<file path="config.mk">
export PLATFORM = sky130hd
export DESIGN_NAME = vga_fb_arbiter_flat
export DESIGN_NICKNAME = d
export VERILOG_FILES = /design/src/rtl/vga_fb_arbiter_pkg.sv /design/src/rtl/vga_fb_arbiter_if.sv /design/src/rtl/vga_fb_arbiter_scan_pipe.sv /design/src/rtl/vga_fb_arbiter.sv /design/src/flat_wrapper.sv
export SDC_FILE = /design/constraint.sdc
export NUM_CORES = 1
export LEC_CHECK = 0
export ABC_AREA = 0
export BUFFER_PORTS_ARGS = -buffer_cell sky130_fd_sc_hd__buf_2
export CORE_MARGIN = 2
export CORE_UTILIZATION = 45
export DETAILED_ROUTE_END_ITERATION = 12
export PLACE_DENSITY = 0.77
export SETUP_SLACK_MARGIN = 0.5
export SYNTH_ARGS = -nofsm -noshare
export SYNTH_HDL_FRONTEND = slang
export SYNTH_SLANG_ARGS = --single-unit
</file>
<file path="constraint.sdc">
create_clock -name clk -period 2.15 [get_ports clk]
set_clock_uncertainty 0.15 [all_clocks]
set_input_delay 0.215 -clock clk [delete_from_list [all_inputs] [get_ports clk]]
set_output_delay 0.215 -clock clk [all_outputs]
set_load 0.05 [all_outputs]
</file>
<file path="src/rtl/vga_fb_arbiter_pkg.sv">
// Shared constants, state type and tile-address helper for the frame-buffer arbiter.
package vga_fb_pkg;

    localparam int unsigned H_TILES    = 80;
    localparam int unsigned V_TILES    = 60;
    localparam int unsigned TILE_SHIFT = 3;
    localparam int unsigned FB_DEPTH   = H_TILES * V_TILES;
    localparam int unsigned FB_ADDR_W  = 13;
    localparam int unsigned PIX_W      = 10;
    localparam int unsigned COLOR_W    = 3;

    typedef enum logic {
        IDLE,
        CLEAR
    } fb_state_t;

    // Row-major tile index, computed one bit wider than the RAM address
    function automatic logic [FB_ADDR_W:0] tile_addr(input logic [PIX_W-1:0] x,
                                                     input logic [PIX_W-1:0] y);
        logic [FB_ADDR_W:0] row;
        logic [FB_ADDR_W:0] col;
        row = (FB_ADDR_W+1)'(y >> TILE_SHIFT);
        col = (FB_ADDR_W+1)'(x >> TILE_SHIFT);
        return row * (FB_ADDR_W+1)'(H_TILES) + col;
    endfunction

endpackage

</file>
<file path="src/rtl/vga_fb_arbiter_if.sv">
// Host write port of the frame-buffer arbiter: request held until acknowledged.
interface vga_fb_arbiter_if #(
    parameter int unsigned ADDR_W = 13
);
    logic              host_req;
    logic [ADDR_W-1:0] host_addr;
    logic [2:0]        host_data;
    logic              host_ack;

    modport master (output host_req, host_addr, host_data, input host_ack);
    modport slave  (input host_req, host_addr, host_data, output host_ack);
endinterface

</file>
<file path="src/rtl/vga_fb_arbiter_scan_pipe.sv">
// Display read pipeline: turns RAM read data into rgb, two clocks behind the scan
// position, with hsync/vsync delayed to match.
module fb_scan_pipe
    import vga_fb_pkg::*;
(
    input  logic               clk,
    input  logic               reset,
    input  logic               p_tick,
    input  logic               video_on,
    input  logic               hsync_in,
    input  logic               vsync_in,
    input  logic [COLOR_W-1:0] mem_rdata,
    output logic [COLOR_W-1:0] rgb,
    output logic               hsync_out,
    output logic               vsync_out
);

    logic rd_d1;
    logic blank_d1;
    logic hs_d1;
    logic vs_d1;

    always_ff @(posedge clk or posedge reset) begin
        if (reset) begin
            rd_d1     <= 1'b0;
            blank_d1  <= 1'b0;
            hs_d1     <= 1'b0;
            vs_d1     <= 1'b0;
            rgb       <= '0;
            hsync_out <= 1'b0;
            vsync_out <= 1'b0;
        end else begin
            rd_d1     <= p_tick & video_on;
            blank_d1  <= p_tick & ~video_on;
            hs_d1     <= hsync_in;
            vs_d1     <= vsync_in;
            hsync_out <= hs_d1;
            vsync_out <= vs_d1;
            // RAM data is valid the clock after the read was issued
            if (rd_d1) begin
                rgb <= mem_rdata;
            end else if (blank_d1) begin
                rgb <= '0;
            end
        end
    end

endmodule

</file>
<file path="src/rtl/vga_fb_arbiter.sv">
// Frame-buffer arbiter: scan-out reads own pixel-tick slots; host writes and the
// clear engine share the remaining cycles of the single-port RAM.
module vga_fb_arbiter
    import vga_fb_pkg::*;
#(
    parameter int unsigned ADDR_W           = FB_ADDR_W,
    parameter bit          BLANK_WRITE_ONLY = 1'b0
) (
    input  logic               clk,
    input  logic               reset,
    input  logic               p_tick,
    input  logic               video_on,
    input  logic [PIX_W-1:0]   pixel_x,
    input  logic [PIX_W-1:0]   pixel_y,
    input  logic               hsync_in,
    input  logic               vsync_in,
    vga_fb_arbiter_if.slave    host,
    input  logic               clear_req,
    input  logic [COLOR_W-1:0] clear_color,
    output logic               busy,
    output logic [ADDR_W-1:0]  mem_addr,
    output logic               mem_we,
    output logic [COLOR_W-1:0] mem_wdata,
    input  logic [COLOR_W-1:0] mem_rdata,
    output logic [COLOR_W-1:0] rgb,
    output logic               hsync_out,
    output logic               vsync_out
);

    localparam logic [ADDR_W:0]   DEPTH     = (ADDR_W+1)'(FB_DEPTH);
    localparam logic [ADDR_W-1:0] LAST_ADDR = ADDR_W'(FB_DEPTH - 1);

    fb_state_t          state, state_nxt;
    logic [ADDR_W-1:0]  clr_cnt, clr_cnt_nxt;
    logic [COLOR_W-1:0] clr_color, clr_color_nxt;
    logic               ack_d1;
    logic               display_slot;
    logic               free_slot;
    logic               host_in_range;

    assign display_slot  = p_tick & video_on;
    assign free_slot     = BLANK_WRITE_ONLY ? ~video_on : ~display_slot;
    assign host_in_range = (ADDR_W+1)'(host.host_addr) < DEPTH;

    always_ff @(posedge clk or posedge reset) begin
        if (reset) begin
            state     <= IDLE;
            clr_cnt   <= '0;
            clr_color <= '0;
            busy      <= 1'b0;
            ack_d1    <= 1'b0;
        end else begin
            state     <= state_nxt;
            clr_cnt   <= clr_cnt_nxt;
            clr_color <= clr_color_nxt;
            busy      <= (state_nxt == CLEAR);
            ack_d1    <= host.host_ack;
        end
    end

    // RAM port driven combinationally: the RAM registers the address itself
    always_comb begin
        state_nxt     = state;
        clr_cnt_nxt   = clr_cnt;
        clr_color_nxt = clr_color;
        mem_addr      = '0;
        mem_we        = 1'b0;
        mem_wdata     = '0;
        host.host_ack = 1'b0;
        if (!reset) begin
            if (display_slot) begin
                mem_addr = ADDR_W'(tile_addr(pixel_x, pixel_y));
            end
            case (state)
                IDLE: begin
                    if (clear_req) begin
                        state_nxt     = CLEAR;
                        clr_cnt_nxt   = '0;
                        clr_color_nxt = clear_color;
                    end else if (host.host_req && free_slot && !ack_d1) begin
                        host.host_ack = 1'b1;
                        if (host_in_range) begin
                            mem_we    = 1'b1;
                            mem_addr  = host.host_addr;
                            mem_wdata = host.host_data;
                        end
                    end
                end
                CLEAR: begin
                    if (free_slot) begin
                        mem_we      = 1'b1;
                        mem_addr    = clr_cnt;
                        mem_wdata   = clr_color;
                        clr_cnt_nxt = clr_cnt + ADDR_W'(1);
                        if (clr_cnt == LAST_ADDR) begin
                            state_nxt = IDLE;
                        end
                    end
                end
                default: state_nxt = IDLE;
            endcase
        end
    end

    fb_scan_pipe u_scan_pipe (
        .clk       (clk),
        .reset     (reset),
        .p_tick    (p_tick),
        .video_on  (video_on),
        .hsync_in  (hsync_in),
        .vsync_in  (vsync_in),
        .mem_rdata (mem_rdata),
        .rgb       (rgb),
        .hsync_out (hsync_out),
        .vsync_out (vsync_out)
    );

endmodule

</file>
<file path="src/flat_wrapper.sv">
// flat-port wrapper written by rule: the top's interface ports become plain ports
module vga_fb_arbiter_flat import vga_fb_pkg::*;
#(
    parameter int unsigned ADDR_W           = FB_ADDR_W,
    parameter bit          BLANK_WRITE_ONLY = 1'b0
)
  (clk, reset, p_tick, video_on, pixel_x, pixel_y, hsync_in, vsync_in, clear_req, clear_color, busy, mem_addr, mem_we, mem_wdata, mem_rdata, rgb, hsync_out, vsync_out, host_host_req, host_host_addr, host_host_data, host_host_ack);
  vga_fb_arbiter_if #(.ADDR_W(ADDR_W)) host_i ();
  input  logic clk;
  input  logic reset;
  input  logic p_tick;
  input  logic video_on;
  input  logic [PIX_W-1:0] pixel_x;
  input  logic [PIX_W-1:0] pixel_y;
  input  logic hsync_in;
  input  logic vsync_in;
  input  logic clear_req;
  input  logic [COLOR_W-1:0] clear_color;
  output logic busy;
  output logic [ADDR_W-1:0] mem_addr;
  output logic mem_we;
  output logic [COLOR_W-1:0] mem_wdata;
  input  logic [COLOR_W-1:0] mem_rdata;
  output logic [COLOR_W-1:0] rgb;
  output logic hsync_out;
  output logic vsync_out;
  input wire logic [$bits(host_i.host_req)-1:0] host_host_req;
  input wire logic [$bits(host_i.host_addr)-1:0] host_host_addr;
  input wire logic [$bits(host_i.host_data)-1:0] host_host_data;
  output wire logic [$bits(host_i.host_ack)-1:0] host_host_ack;
  assign host_i.host_req = host_host_req;
  assign host_i.host_addr = host_host_addr;
  assign host_i.host_data = host_host_data;
  assign host_host_ack = host_i.host_ack;
  vga_fb_arbiter #(.ADDR_W(ADDR_W), .BLANK_WRITE_ONLY(BLANK_WRITE_ONLY)) u_core (.clk(clk), .reset(reset), .p_tick(p_tick), .video_on(video_on), .pixel_x(pixel_x), .pixel_y(pixel_y), .hsync_in(hsync_in), .vsync_in(vsync_in), .host(host_i), .clear_req(clear_req), .clear_color(clear_color), .busy(busy), .mem_addr(mem_addr), .mem_we(mem_we), .mem_wdata(mem_wdata), .mem_rdata(mem_rdata), .rgb(rgb), .hsync_out(hsync_out), .vsync_out(vsync_out));
endmodule
</file>
After elaboration in Yosys (flattened, before gate mapping) --
Index checks and enable logic that the tools add are counted.
Cells by class: $add $sub $neg 2, $mul 1, order comparisons 1, equal/unequal tests 3, mux-type cells 32, bitwise operators 6, reductions and logical operators 6
Operator list (number):
- two-way mux 13 bit | 8
- case mux 13 bit (2 select lines) | 2
- two-way mux 3 bit | 7
- adder 13 x 1 -> 13 bit (second input constant) | 1
- adder 13 x 7 -> 13 bit | 1
- equality test 13 bit (second input constant) | 1
- less-than comparator 13 bit (second input constant) | 1
- two-way mux 1 bit | 12
- multiplier 7 x 3 -> 9 bit (second input constant) | 1
- case mux 3 bit (2 select lines) | 1
- AND reduction 3 bit | 2
- != test 2 bit (second input constant) | 2
- inverter 1 bit | 4
- case mux 1 bit (2 select lines) | 2
- bitwise AND 1 bit | 2
- logical AND 1 bit | 2
- nonzero test 2 bit | 1
- zero test 1 bit | 1
Storage, ports and cells: register bits 27, bits of input ports 50

Longest topological paths before layout --
Gate-level depths: netlist of run 1.
depth in word-level cells 8, depth in mapped cells 8, mapped depth without buffers 8

Modules after synthesis --
A second synthesis of run 1 with hierarchy kept.
Unflattened totals: cell total of the unflattened synthesis 233, area total of the unflattened synthesis 2070.7 µm²
By module, submodules not included:
- vga_fb_arbiter | instances 1, cells an instance 215, area each 1793.0 µm², sequential area each 450.4 µm²
- fb_scan_pipe | instances 1, cells an instance 18, area each 277.8 µm², sequential area each 225.2 µm²

Least setup slack after synthesis of run 1 --
No wires, ideal clock.
kind input -> output, start input pixel_y[4], end output mem_addr[11], data arrival time 3.065 ns, path slack -1.280 ns, stages 7, cells stage by stage ha_1 > ha_1 > fa_1 > o2111ai_1 > nor4b_2 > mux2i_1 > a221oi_1
On the way: cells in the longest elaborated chain, start to end 8, elaborated cells on any way between the ends 9
Ends and longest elaborated chain:
- from (decl) | line flat_wrapper.sv:14 | input logic [PIX_W-1:0] pixel_y;
- multiplier 7 x 3 -> 9 bit * | line vga_fb_arbiter_pkg.sv:24 | return row * (FB_ADDR_W+1)'(H_TILES) + col;
- adder 13 x 7 -> 13 bit * | line vga_fb_arbiter_pkg.sv:24
- two-way mux 13 bit * | line vga_fb_arbiter.sv:71 | if (display_slot) begin
- two-way mux 13 bit | line vga_fb_arbiter.sv:82 | if (host_in_range) begin
- two-way mux 13 bit | line vga_fb_arbiter.sv:80 | end else if (host.host_req && free_slot && !ack_d1) begin
- two-way mux 13 bit | line vga_fb_arbiter.sv:76 | if (clear_req) begin
- case mux 13 bit (2 select lines) * | line vga_fb_arbiter.sv:74 | case (state)
- two-way mux 13 bit * | line vga_fb_arbiter.sv:70 | if (!reset) begin
- to (decl) | line flat_wrapper.sv:20 | output logic [ADDR_W-1:0] mem_addr;
Mark *: on every way between the ends. The rest lies on a longest branch, timed or not.

Final worst setup path of run 1 --
start input pixel_y[6], end output mem_addr[11]
The elaborated chain is that of the path after synthesis.

==> results by group, run 1 <==
Run status
  – Status: finished, violations left
  – Failing checks: negative setup slack

Timing
  – Fin Hold WS: 23.6 ps
  – Min Tclk post-route: between 2000 and 3000 ps
  – Setup WS post-layout: -672 ps
  – Fmax: 0.354 GHz
  – Worst slew margin: around two thirds
  – RSZ-0062 raised after global routing: true
  – Setup violators final: 17
  – Slew Viols, Final: 0
  – Least-Margin Pin Slew: ~490 ps
  – Final Hold Vio Count: 0
  – Final Cycle Share: 131%

Routing
  – Drc violations: 0
  – Drt first-iter violations: 178
  – Via density: roughly 5.9
  – WL/cell: 20.3 µm
  – Final ANT Viol Nets: 0
  – Vias: roughly 2300
  – Final wirelength: between 8000 and 9000 µm
  – Detailed Routing Iterations Pass 1: 4

Clock network
  – Clk root buf: clkbuf_8
  – Sink Count: 27
  – H-tree depth: 1
  – Num CTS Buffers: 3
  – CTS tree: done
  – Worst-path clk slew: 90 ps
  – Worst-Skew Late Latency: 270 ps
  – Maximum buffer depth of the clock tree: 2

Global routing
  – Overflow after GRT: 0
  – Global-route wire length before repair: ~12000 µm
  – Largest net degree at the start of global routing: 28
  – Vias in the first global route: approximately 2500
  – Initial antenna violation count: 0
  – GR Util All Layers: slightly below 30%

Cells and area
  – # nets final: approximately 400
  – Layout area overhead: 82.4%
  – Fin area: about 3700 µm²
  – Fraction of layout cells with a size suffix above 1: approximately 59%
  – Ant diodes: 0
  – Seq. cell area: 677 µm²
  – Area of the multi-input gates: 1860 µm²
  – Fillcell total: just over 200

Power
  – Psw: 0.960 mW
  – LEAKAGE: between 1.5 and 2 nW
  – Logic pwr share: 57.4%
  – Sequential Power Share: 30.0%
  – Pwr dens: approximately 620 nW/µm²
  – Clk network pwr share: about an eighth
  – Pint: roughly 1.3 mW
  – Sw Ratio: between 40% and 50%
  – Peak supply drop: between 0.0006 and 0.0007 V

Critical path
  – Crit Path Max Fanout: 3
  – CP most frequent cell: ha_4
  – CP endpoint: mem_addr[11]
  – Critical path's largest stage delay: around 400 ps
  – Startpoint Class: primary input
  – Crit path required time: about 1800 ps
  – Slowest cell on crit path: fa_2
  – Critical path type: in2out
  – Critical R2R Capture: u_core.clr_cnt[6]
  – Reg-to-reg critical path startpoint: u_core.busy
  – Data arrival time of the worst path: 2460 ps
  – Critical Path End Type: output pin
  – Worst-path cell chain: buf_8 > ha_4 > ha_4 > fa_2 > a211oi_4 > nor3b_2 > nor3_2 > mux2i_2 > a221oi_4 > buf_6
  – Critical Path Start: pixel_y[6]
  – Reg2reg setup slack: between 150 and 200 ps
  – Worst r2r path cells: 6

Floorplanning
  – Die X: 70.9 µm
  – Core area: roughly 4300 µm²
  – Die Height: just over 70 µm
  – I/O pins: 74
  – Std-Cell Rows: 24
  – DIE AREA: 5030 µm²
  – Initial Util: 46.6%

Synth
  – Synth Flop Type: dfrtp_1
  – Yosys warns: 0
  – Post-synth ARST share: between 90% and 100%
  – Mux cell area share after synthesis: under 10%
  – Synth Area in Adders: a little over a tenth
  – Syn_area_per_cell: approximately 8.8 µm²
  – Post-Synth XOR/XNOR Area: approximately 6.1%
  – Simple-gate share of the synthesized area: about a quarter
  – Post-synthesis sequential area ratio: 33.5%
  – Post-synthesis compound-gate area fraction: 19.5%
  – Synthesized area: between 2000 and 2500 µm²
  – Total nets after synthesis: 294
  – Yosys top cell by area: dfrtp_1
  – Yosys top cell area share: 33.5%
  – Largest family of logic cells by synthesized area: simple AND/OR/NAND/NOR gates
  – Top cells by area, synth: dfrtp_1, ha_1, nor2_1
  – Yosys reg bits: 27
  – Post-synth cell types: a little over 50
  – Post-synth EDFFs: 0
  – Cells after Synth: roughly 230

Placed design
  – Post-placement cell area: roughly 3100 µm²
  – Port-buffer cells: 67
  – Post-DP HPWL: around 5000 µm
  – Routability congestion estimate: 0.883

Run
  – Max_cap viols: 0

Min path
  – Worst hold path class: in2reg
## cell families (layout without fill, tap and decap cells)
kind of cell | Yosys count | count (layout)
flip-flops | 27 | 27
multiplexers | 4 | 4
XOR/XNOR | 14 | 14
adder cells (fa/ha/maj) | 16 | 16
buffers and inverters | 21 | 138
AO/OA/AOI/OAI | 54 | 54
AND/OR/NAND/NOR | 92 | 92
## per-layer routing
layer | track usage, % | part of all wire, %
met5 | 0 | 0
met4 | 8.81 | 2.6
met3 | 5.41 | 7.1
met2 | 51.1 | 52
met1 | 38.5 | 38
## worst max-delay path: cells and delay by family
| family | cells | cell delay [ps] |
|---|---|---|
| mux | 1 | 150 |
| compound gates | 2 | 600 |
| fa+ha+maj | 3 | 790 |
| simple gates | 2 | 380 |
| buf+inv | 2 | 290 |
## metrics by stage
step	power (mW)	TNS, ps	cells	setup slack (ps)	utilization, %
2_1_floorplan	1.39	-2810	228	-518	-
3_3_place_gp	1.70	-2920	382	-636	72.5
3_5_place_dp	1.75	-3450	382	-690	72.5
4_1_cts	2.16	-3360	395	-512	82.0
5_1_grt	2.36	-5510	397	-688	85.0
6_report	2.27	-4370	397	-672	85.0
## how the worst min path moves through the flow
stage,start,endpoint,slack [ps],depth (start not counted)
2_1_floorplan,reset,u_core.ack_d1,-30,1
3_3_place_gp,vsync_in,u_core.u_scan_pipe.vs_d1,170,1
3_5_place_dp,vsync_in,u_core.u_scan_pipe.vs_d1,170,1
4_1_cts,mem_rdata[1],u_core.u_scan_pipe.rgb[1],20,3
5_1_grt,mem_rdata[1],u_core.u_scan_pipe.rgb[1],40,3
6_report,mem_rdata[1],u_core.u_scan_pipe.rgb[1],20,3
## state kept, by name, summed over array words and instances, names as in the netlist
register                      flops
u_core.u_scan_pipe.hsync_out      1
u_core.u_scan_pipe.hs_d1          1
u_core.u_scan_pipe.rd_d1          1
u_core.clr_cnt                   13
u_core.u_scan_pipe.blank_d1       1
u_core.clr_color                  3
u_core.u_scan_pipe.vs_d1          1
u_core.u_scan_pipe.vsync_out      1
u_core.busy                       1
u_core.u_scan_pipe.rgb            3
u_core.ack_d1                     1
## placed cells by master (no fill, tap or decap), drive strengths merged, types with 3 or more instances in the layout
cell,instances
ha,14
dlygate4sd3,4
a31oi,5
a21o,3
a21oi,10
nor3,6
o21ai,9
a211o,3
nor2,25
nand3,15
nand2,21
inv,9
or3,3
o21a,3
nor2b,4
dfrtp,27
buf,119
mux2,3
and3,3
nor4b,3
xor2,7
xnor2,7
clkbuf,4
a22oi,6
## cell type report
type	instances	area share (%)
Multi-Input combinational cell	180	50.5
Inverter	11	1.23
Sequential cell	27	18.4
Clock buffer	4	1.23
Timing Repair Buffer	123	26.9
Tap cell	52	1.77
## synth_stat cells (3+ instances only)
cell and n:
a211o_1 3, a21o_1 3, a21oi_1 9, a22oi_1 6
a31oi_1 5, and3_1 3, clkbuf_1 6, dfrtp_1 27
ha_1 14, inv_1 10, mux2_2 3, nand2_1 20
nand3_1 15, nor2_1 25, nor2b_1 4, nor3_1 6
o21a_1 3, o21ai_0 9, or3_1 3, xnor2_1 7
xor2_1 7
## timing repair
| item | 4_1_cts | 5_1_grt |
|---|---|---|
| buffers inserted | 5 | 2 |
| endpoints found under the hold margin | 4 | 0 |
| resized for setup | 73 | 22 |
| hold buffers | 4 | 0 |
| endpoints found under the setup margin | 27 | 29 |
| pin swaps | 39 | 8 |
## power groups by stage
| stage | registers, mW | clock network, mW | logic (mW) |
|---|---|---|---|
| 2_1_floorplan | 0.716 | 0 | 0.671 |
| 6_report | 0.679 | 0.286 | 1.30 |
| 4_1_cts | 0.673 | 0.289 | 1.20 |
| 3_3_place_gp | 0.679 | 0 | 1.02 |
| 3_5_place_dp | 0.683 | 0 | 1.07 |
| 5_1_grt | 0.690 | 0.305 | 1.37 |
Power figures use the tool's default switching activity.
==> run 2: changes to the inputs <==
--- a/config.mk
+++ b/config.mk
@@ -10,7 +10,9 @@
 export CORE_MARGIN = 2
 export CORE_UTILIZATION = 45
 export DETAILED_ROUTE_END_ITERATION = 12
+export GPL_TIMING_DRIVEN = 0
 export PLACE_DENSITY = 0.77
+export RECOVER_POWER = 25
 export SETUP_SLACK_MARGIN = 0.5
 export SYNTH_ARGS = -nofsm -noshare
 export SYNTH_HDL_FRONTEND = slang
==> run 2 against run 1 <==
Largest power group unchanged. Non-clock buffer count fell by 14. First-iteration DRC count fell by 19%. Final cell count fell by 3.3%. The flow finishes with violations (negative hold slack, negative setup slack). Total power rose by 0.46%. Sequential power rose by 4.6%. Routed wire length rose by 7.8%. Maximum frequency rose by 3.3%. Die area did not move. Critical path depth fell by 2.
==> results by group, run 2 (synthesis gave the netlist of run 1 again) <==
Placed design
  – Post-placement cell area: 2860 µm² (-8.7%)
  – Post-Place Cells: 347 (-9.2%)
  – Port-buffer cells: 67 (unchanged)
  – Post-DP HPWL: 4390 µm (-12%)
  – Routability congestion estimate: 0.842 (-4.7%)

Timing
  – Setup violators final: 20 (+3)
  – Least-Margin Pin Slew: 759 ps (+269 ps)
  – Setup WS post-layout: -583 ps (+89.4 ps)
  – Fmax: 0.366 GHz (+3.3%)
  – Worst slew margin: 49.2% (-18 points)
  – Slew Viols, Final: 0 (unchanged)
  – Fin Hold WS: -9.18 ps (-32.8 ps)
  – Min Tclk post-route: 2730 ps (-89.3 ps)
  – Final Hold Vio Count: 1 (+1)
  – RSZ-0062 raised after global routing: true
  – Final Cycle Share: 127% (-4.2 points)

Power
  – Peak supply drop: 0.000480 V (-26%)
  – Clk network pwr share: 13.1% (+0.5 points)
  – Sw Ratio: 43.8% (+1.4 points)
  – Pint: 1.28 mW (-2.0%)
  – Psw: 0.997 mW (+3.8%)
  – LEAKAGE: 1.52 nW (-5.2%)
  – Pwr dens: 632 nW/µm² (+2.4%)
  – Sequential Power Share: 31.2% (+1.2 points)
  – Logic pwr share: 55.7% (-1.7 points)
  – Power, Total: 2.28 mW (+0.46%)

Critical path
  – Reg-to-reg critical path startpoint: u_core.busy
  – Critical path buffers and inverters: 3 (+1)
  – Data arrival time of the worst path: 2370 ps (-90 ps)
  – Worst-path cell chain: buf_6 > nor4b_4 > nand2_2 > buf_6 > a2bb2oi_1 > or3_1 > nand3_4 > buf_4
  – Slowest cell on crit path: dfrtp_2
  – CP Depth: 8 (-2)
  – CP endpoint: mem_addr[12]
  – Reg2reg setup slack: -110 ps (-270 ps)
  – Critical path's largest stage delay: 440 ps (+40 ps)
  – Crit path max-delay family: simple AND/OR/NAND/NOR gates
  – Startpoint Class: flip-flop
  – Crit Path Max Fanout: 3 (unchanged)
  – Crit path required time: 1780 ps (about the same)
  – Critical R2R Capture: u_core.clr_cnt[6]
  – Critical Path Start: u_core.busy
  – Worst r2r path cells: 9 (+3)
  – Critical Path End Type: output pin
  – CP most frequent cell: buf_6
  – Critical path type: reg2out

Routing
  – DR top layer: met4
  – Via density: 6.20 (+4.8%)
  – Drt first-iter violations: 145 (-19%)
  – Met3 WL: 676 µm (+19%)
  – Vias: 2379 (+1.4%)
  – Final wirelength: 8670 µm (+7.8%)
  – Detailed Routing Iterations Pass 1: 4 (unchanged)
  – Met1 Routed Length: 3100 µm (+0.91%)
  – Metal2 WL: 4390 µm (+4.5%)
  – Drc violations: 0 (unchanged)
  – Final ANT Viol Nets: 0 (unchanged)
  – WL/cell: 22.6 µm (+11%)

Cells and area
  – Layout area overhead: 78.9%
  – Most frequent cells in the layout: buf_2, buf_6, dfrtp_1
  – Max FFs per register: 13 (unchanged)
  – Most flops, register: u_core.clr_cnt
  – Commonest non-fill, non-tap cell in the layout: buf_2
  – Post-Layout Cell Count: 384 (-3.3%)
  – Ant diodes: 0 (unchanged)
  – Biggest regs: u_core.clr_cnt (13), u_core.clr_color (3), u_core.u_scan_pipe.rgb (3)
  – Utilization after layout: 83.4% (-1.6 points)
  – Fraction of layout cells with a size suffix above 1: 55.1% (-3.7 points)
  – Fin area: 3610 µm² (-1.9%)
  – # nets final: 399 (-3.2%)

Clock network
  – Clk root buf: clkbuf_8
  – Sink Count: 27 (unchanged)
  – Worst-Skew Late Latency: 280 ps (about the same)
  – Maximum buffer depth of the clock tree: 2 (unchanged)
  – Worst-path clk slew: 100 ps (about the same)
  – Num CTS Buffers: 3 (unchanged)
  – CTS tree: done
  – H-tree depth: 1 (unchanged)

Run status
  – Status: finished, violations left
  – Failing checks: negative hold slack, negative setup slack

Run
  – Max_cap viols: 0 (unchanged)

Global routing
  – GR Util All Layers: 27.3% (-2.5 points)
  – Overflow after GRT: 0 (unchanged)
  – Initial antenna violation count: 0 (unchanged)
  – Largest net degree at the start of global routing: 17 (-39%)
  – Vias in the first global route: 2204 (-11%)
  – Global-route wire length before repair: 10800 µm (-9.3%)

Floorplanning
  – DIE AREA: 5030 µm² (unchanged)
  – Die X: 70.9 µm (unchanged)
  – I/O pins: 74 (unchanged)
  – Std-Cell Rows: 24 (unchanged)
  – Die Height: 70.9 µm (unchanged)
  – Initial Util: 46.6% (unchanged)
  – Core area: 4320 µm² (unchanged)

Min path
  – Worst hold path class: in2reg
## run 2: through the flow
stage | setup TNS [ps] | setup WS, ps
after floorplan | -2810 | -518
after global placement | -6270 | -738
after detailed placement | -6510 | -771
after CTS | -5890 | -537
after global routing | -8580 | -616
final | -7760 | -583
## run 2: worst min path at each step
stage	start	to	slack [ps]	cells after the start
after floorplan	reset	u_core.ack_d1	-30	1
after global placement	vsync_in	u_core.u_scan_pipe.vs_d1	170	1
after detailed placement	vsync_in	u_core.u_scan_pipe.vs_d1	180	1
after CTS	mem_rdata[1]	u_core.u_scan_pipe.rgb[1]	0.8	3
after global routing	mem_rdata[0]	u_core.u_scan_pipe.rgb[0]	30	2
final	mem_rdata[1]	u_core.u_scan_pipe.rgb[1]	-9	3
## run 2: metal layers
metal	up-vias	global-route usage [%]
met1	1157	35.5
met3	41	3.85
met4	0	6.29
met5	-	0
li1	1038	-
met2	143	48.1
## run 2: final cells by class
| cell class | instances | area (µm²) |
|---|---|---|
| Timing Repair inverter | 1 | 5.00 |
| Fill cell | 217 | 718 |
| Inverter | 11 | 47.5 |
| Tap cell | 52 | 65.1 |
| Timing Repair Buffer | 99 | 793 |
| Sequential cell | 27 | 677 |
| Clock inverter | 1 | 7.51 |
| Clock buffer | 3 | 41.3 |
| Buffer | 10 | 97.6 |
| Multi-Input combinational cell | 180 | 1870 |
## run 2: what timing repair did
| action | in CTS | in global routing |
|---|---|---|
| pin swaps | 29 | 23 |
| endpoints found under the hold margin | 30 | 0 |
| resized for setup | 72 | 42 |
| gates cloned | 2 | 1 |
| buffers inserted | 15 | 10 |
| endpoints found under the setup margin | 33 | 32 |
| hold buffers | 5 | 0 |
## run 2: power groups by stage
stage	Sequential, mW	Combinational, mW	Clock [mW]
4_1_cts	0.690	1.07	0.300
3_5_place_dp	0.704	0.899	0
5_1_grt	0.719	1.32	0.324
2_1_floorplan	0.716	0.671	0
3_3_place_gp	0.699	0.885	0
6_report	0.710	1.27	0.298
## run 2: worst min-delay path: stages
cell     delay (ps)
buf_2            70
nand2_1          40
o21ai_0          50
==> run 3: changes to the inputs <==
--- a/config.mk
+++ b/config.mk
@@ -7,11 +7,13 @@
 export LEC_CHECK = 0
 export ABC_AREA = 0
 export BUFFER_PORTS_ARGS = -buffer_cell sky130_fd_sc_hd__buf_2
-export CORE_MARGIN = 2
-export CORE_UTILIZATION = 45
+export CELL_PAD_IN_SITES_DETAIL_PLACEMENT = 0
+export CELL_PAD_IN_SITES_GLOBAL_PLACEMENT = 2
+export CORE_MARGIN = 10
+export CORE_UTILIZATION = 25
 export DETAILED_ROUTE_END_ITERATION = 12
 export GPL_TIMING_DRIVEN = 0
-export PLACE_DENSITY = 0.77
+export PLACE_DENSITY = 0.75
 export RECOVER_POWER = 25
 export SETUP_SLACK_MARGIN = 0.5
 export SYNTH_ARGS = -nofsm -noshare
==> run 3 against run 2 <==
Maximum frequency increased by 2.4%. Clock power about the same. Hold slack improved by 30 ps. Flip-flop and latch count unchanged. Non-clock buffer count decreased by 6. Die area increased by 140%. Global-route usage decreased by 15 points. Design area decreased by 0.31%. The run ends with negative setup slack left.
==> results by group, run 3 (synthesis gave the netlist of run 1 again) <==
Cells and area
  – Commonest non-fill, non-tap cell in the layout: buf_2
  – Most frequent cells in the layout: buf_2, dfrtp_1, buf_6
  – Utilization after layout: 46.3% (-37 points)
  – # nets final: 393 (-1.5%)
  – Area of the multi-input gates: 1830 µm² (-2.3%)
  – Seq. cell area: 679 µm² (+0.37%)
  – Ant diodes: 0 (unchanged)
  – Fillcell total: 774 (+260%)
  – Fin area: 3590 µm² (-0.31%)
  – Biggest regs: u_core.clr_cnt (13), u_core.clr_color (3), u_core.u_scan_pipe.rgb (3)
  – Most flops, register: u_core.clr_cnt
  – Fraction of layout cells with a size suffix above 1: 52.5% (-2.7 points)
  – Max FFs per register: 13 (unchanged)
  – Layout area overhead: 78.3%

Global routing
  – Largest net degree at the start of global routing: 16 (-1)
  – Grt met2 use: 21.1% (-27 points)
  – GR Util All Layers: 11.8% (-15 points)
  – Met3 GRT Util: 2.17% (-1.7 points)
  – Vias in the first global route: 2196 (-0.36%)
  – Overflow after GRT: 0 (unchanged)
  – Global-route wire length before repair: 11400 µm (+6.1%)
  – Met1 Track Usage GR: 14.7% (-21 points)
  – Busiest layer in global routing: met2
  – Initial antenna violation count: 0 (unchanged)

Critical path
  – Critical Path End Type: output pin
  – Reg-to-reg critical path startpoint: u_core.busy
  – Data arrival time of the worst path: 2300 ps (-70 ps)
  – Startpoint Class: primary input
  – Critical R2R Capture: u_core.clr_cnt[10]
  – Critical path type: in2out
  – Crit path required time: 1780 ps (about the same)
  – Reg2reg setup slack: 80 ps (+190 ps)
  – Worst r2r path cells: 7 (-2)
  – Crit Path Max Fanout: 2 (-1)

Min path
  – Worst hold path class: in2reg
  – Hold wc startpoint: mem_rdata[0]
  – Hold depth: 2 (-1)
  – Worst Hold Endpoint: u_core.u_scan_pipe.rgb[0]

Timing
  – Final Cycle Share: 124% (-3.0 points)
  – Setup WS post-layout: -520 ps (+63.4 ps)
  – Setup violators final: 17 (-15%)
  – RSZ-0062 raised after global routing: true
  – Fmax: 0.375 GHz (+2.4%)
  – Final Hold Vio Count: 0 (-1)
  – Min Tclk post-route: 2670 ps (-63.4 ps)
  – Worst slew margin: 51.7% (+2.5 points)
  – Slew Viols, Final: 0 (unchanged)
  – Least-Margin Pin Slew: 722 ps (-37.0 ps)
  – Setup_tns: -5200 ps (+2570 ps)

Power
  – Peak supply drop: 0.000316 V (-34%)
  – Pwr dens: 597 nW/µm² (-5.6%)
  – LEAKAGE: 1.49 nW (-1.7%)

Routing
  – Drc violations: 0 (unchanged)
  – Vias: 2062 (-13%)
  – Via density: 4.82 (-22%)
  – Detailed Routing Iterations Pass 1: 5 (+1)
  – WL/cell: 17.0 µm (-25%)
  – Final ANT Viol Nets: 0 (unchanged)
  – Drt first-iter violations: 74 (-49%)
  – Final wirelength: 7260 µm (-16%)

Run status
  – Status: finished, violations left
  – Failing checks: negative setup slack

Floorplanning
  – Die Height: 110 µm (+55%)
  – Die X: 110 µm (+55%)
  – Initial Util: 26.0% (-21 points)
  – Core area: 7770 µm² (+80%)
  – I/O pins: 74 (unchanged)
  – Std-Cell Rows: 32 (+33%)
  – DIE AREA: 12100 µm² (+140%)

Clock network
  – Num CTS Buffers: 3 (unchanged)
  – H-tree depth: 1 (unchanged)
  – CTS tree: done
  – Clk root buf: clkbuf_8
  – Worst-Skew Late Latency: 270 ps (about the same)
  – Maximum buffer depth of the clock tree: 2 (unchanged)
  – Sink Count: 27 (unchanged)
  – Worst-path clk slew: 100 ps (about the same)

Placed design
  – Post-DP HPWL: 5570 µm (+27%)
  – Port-buffer cells: 67 (unchanged)
  – Post-placement cell area: 2920 µm² (+2.2%)
  – Routability congestion estimate: 0.767 (-9.0%)
  – Place WS: -807 ps (-36.2 ps)

Run
  – Max_cap viols: 0 (unchanged)
run 3: per-layer routing:
layer,part of all wire (%),vias up
met4,0.96,0
met1,43,991
met5,0,-
met2,52,38
li1,-,1027
met3,4.7,6
run 3: how the worst max path moves through the flow:
stage / cells past startpoint / start / slack, ps / to
after floorplan: 7 / pixel_y[4] / -520 / mem_addr[11]
final: 9 / pixel_y[6] / -520 / mem_addr[11]
after global placement: 9 / pixel_y[4] / -790 / mem_addr[11]
after global routing: 10 / pixel_y[6] / -620 / mem_addr[11]
after detailed placement: 9 / pixel_y[4] / -810 / mem_addr[11]
after CTS: 9 / pixel_y[5] / -530 / mem_addr[11]
run 3: report_power, final:
part	leakage (nW)	total, mW	internal [mW]	switching, mW
Clock	0.0255	0.300	0.130	0.170
Sequential	0.342	0.696	0.599	0.0967
Combinational	1.13	1.15	0.507	0.641
Total	1.49	2.14	1.24	0.908
run 3: cell type report:
cell class	instances	area share (%)
multi-input cells	180	50.9
repair buffers	93	21.5
flip-flops and latches	27	18.9
well taps	102	3.55
plain buffers	10	2.44
inverters	11	1.25
clock buffers	3	1.15
clock inverters	1	0.139
repair inverters	1	0.139
run 3: what timing repair did:
action | in CTS | in global routing
hold buffers | 7 | 0
setup buffers | 15 | 3
endpoints found under the setup margin | 33 | 32
resized for setup | 74 | 27
gates cloned | 2 | 0
hold endpoints to repair | 32 | 0
pin swaps | 22 | 12
run 3: metrics by stage:
step,instances,power (mW),hold WS [ps]
floorplan,228,1.39,-31.2
global placement,397,1.61,173
detailed placement,397,1.62,176
CTS,425,2.12,18.5
global route,428,2.28,18.1
finish,428,2.14,20.7
run 3: critical path, stage by stage:
cell and delay (ps):
buf_8 100, ha_4 230, ha_4 160, fa_2 560, o2111ai_4 130, nor4b_4 310
mux2i_2 310, a221oi_4 100, buf_6 180
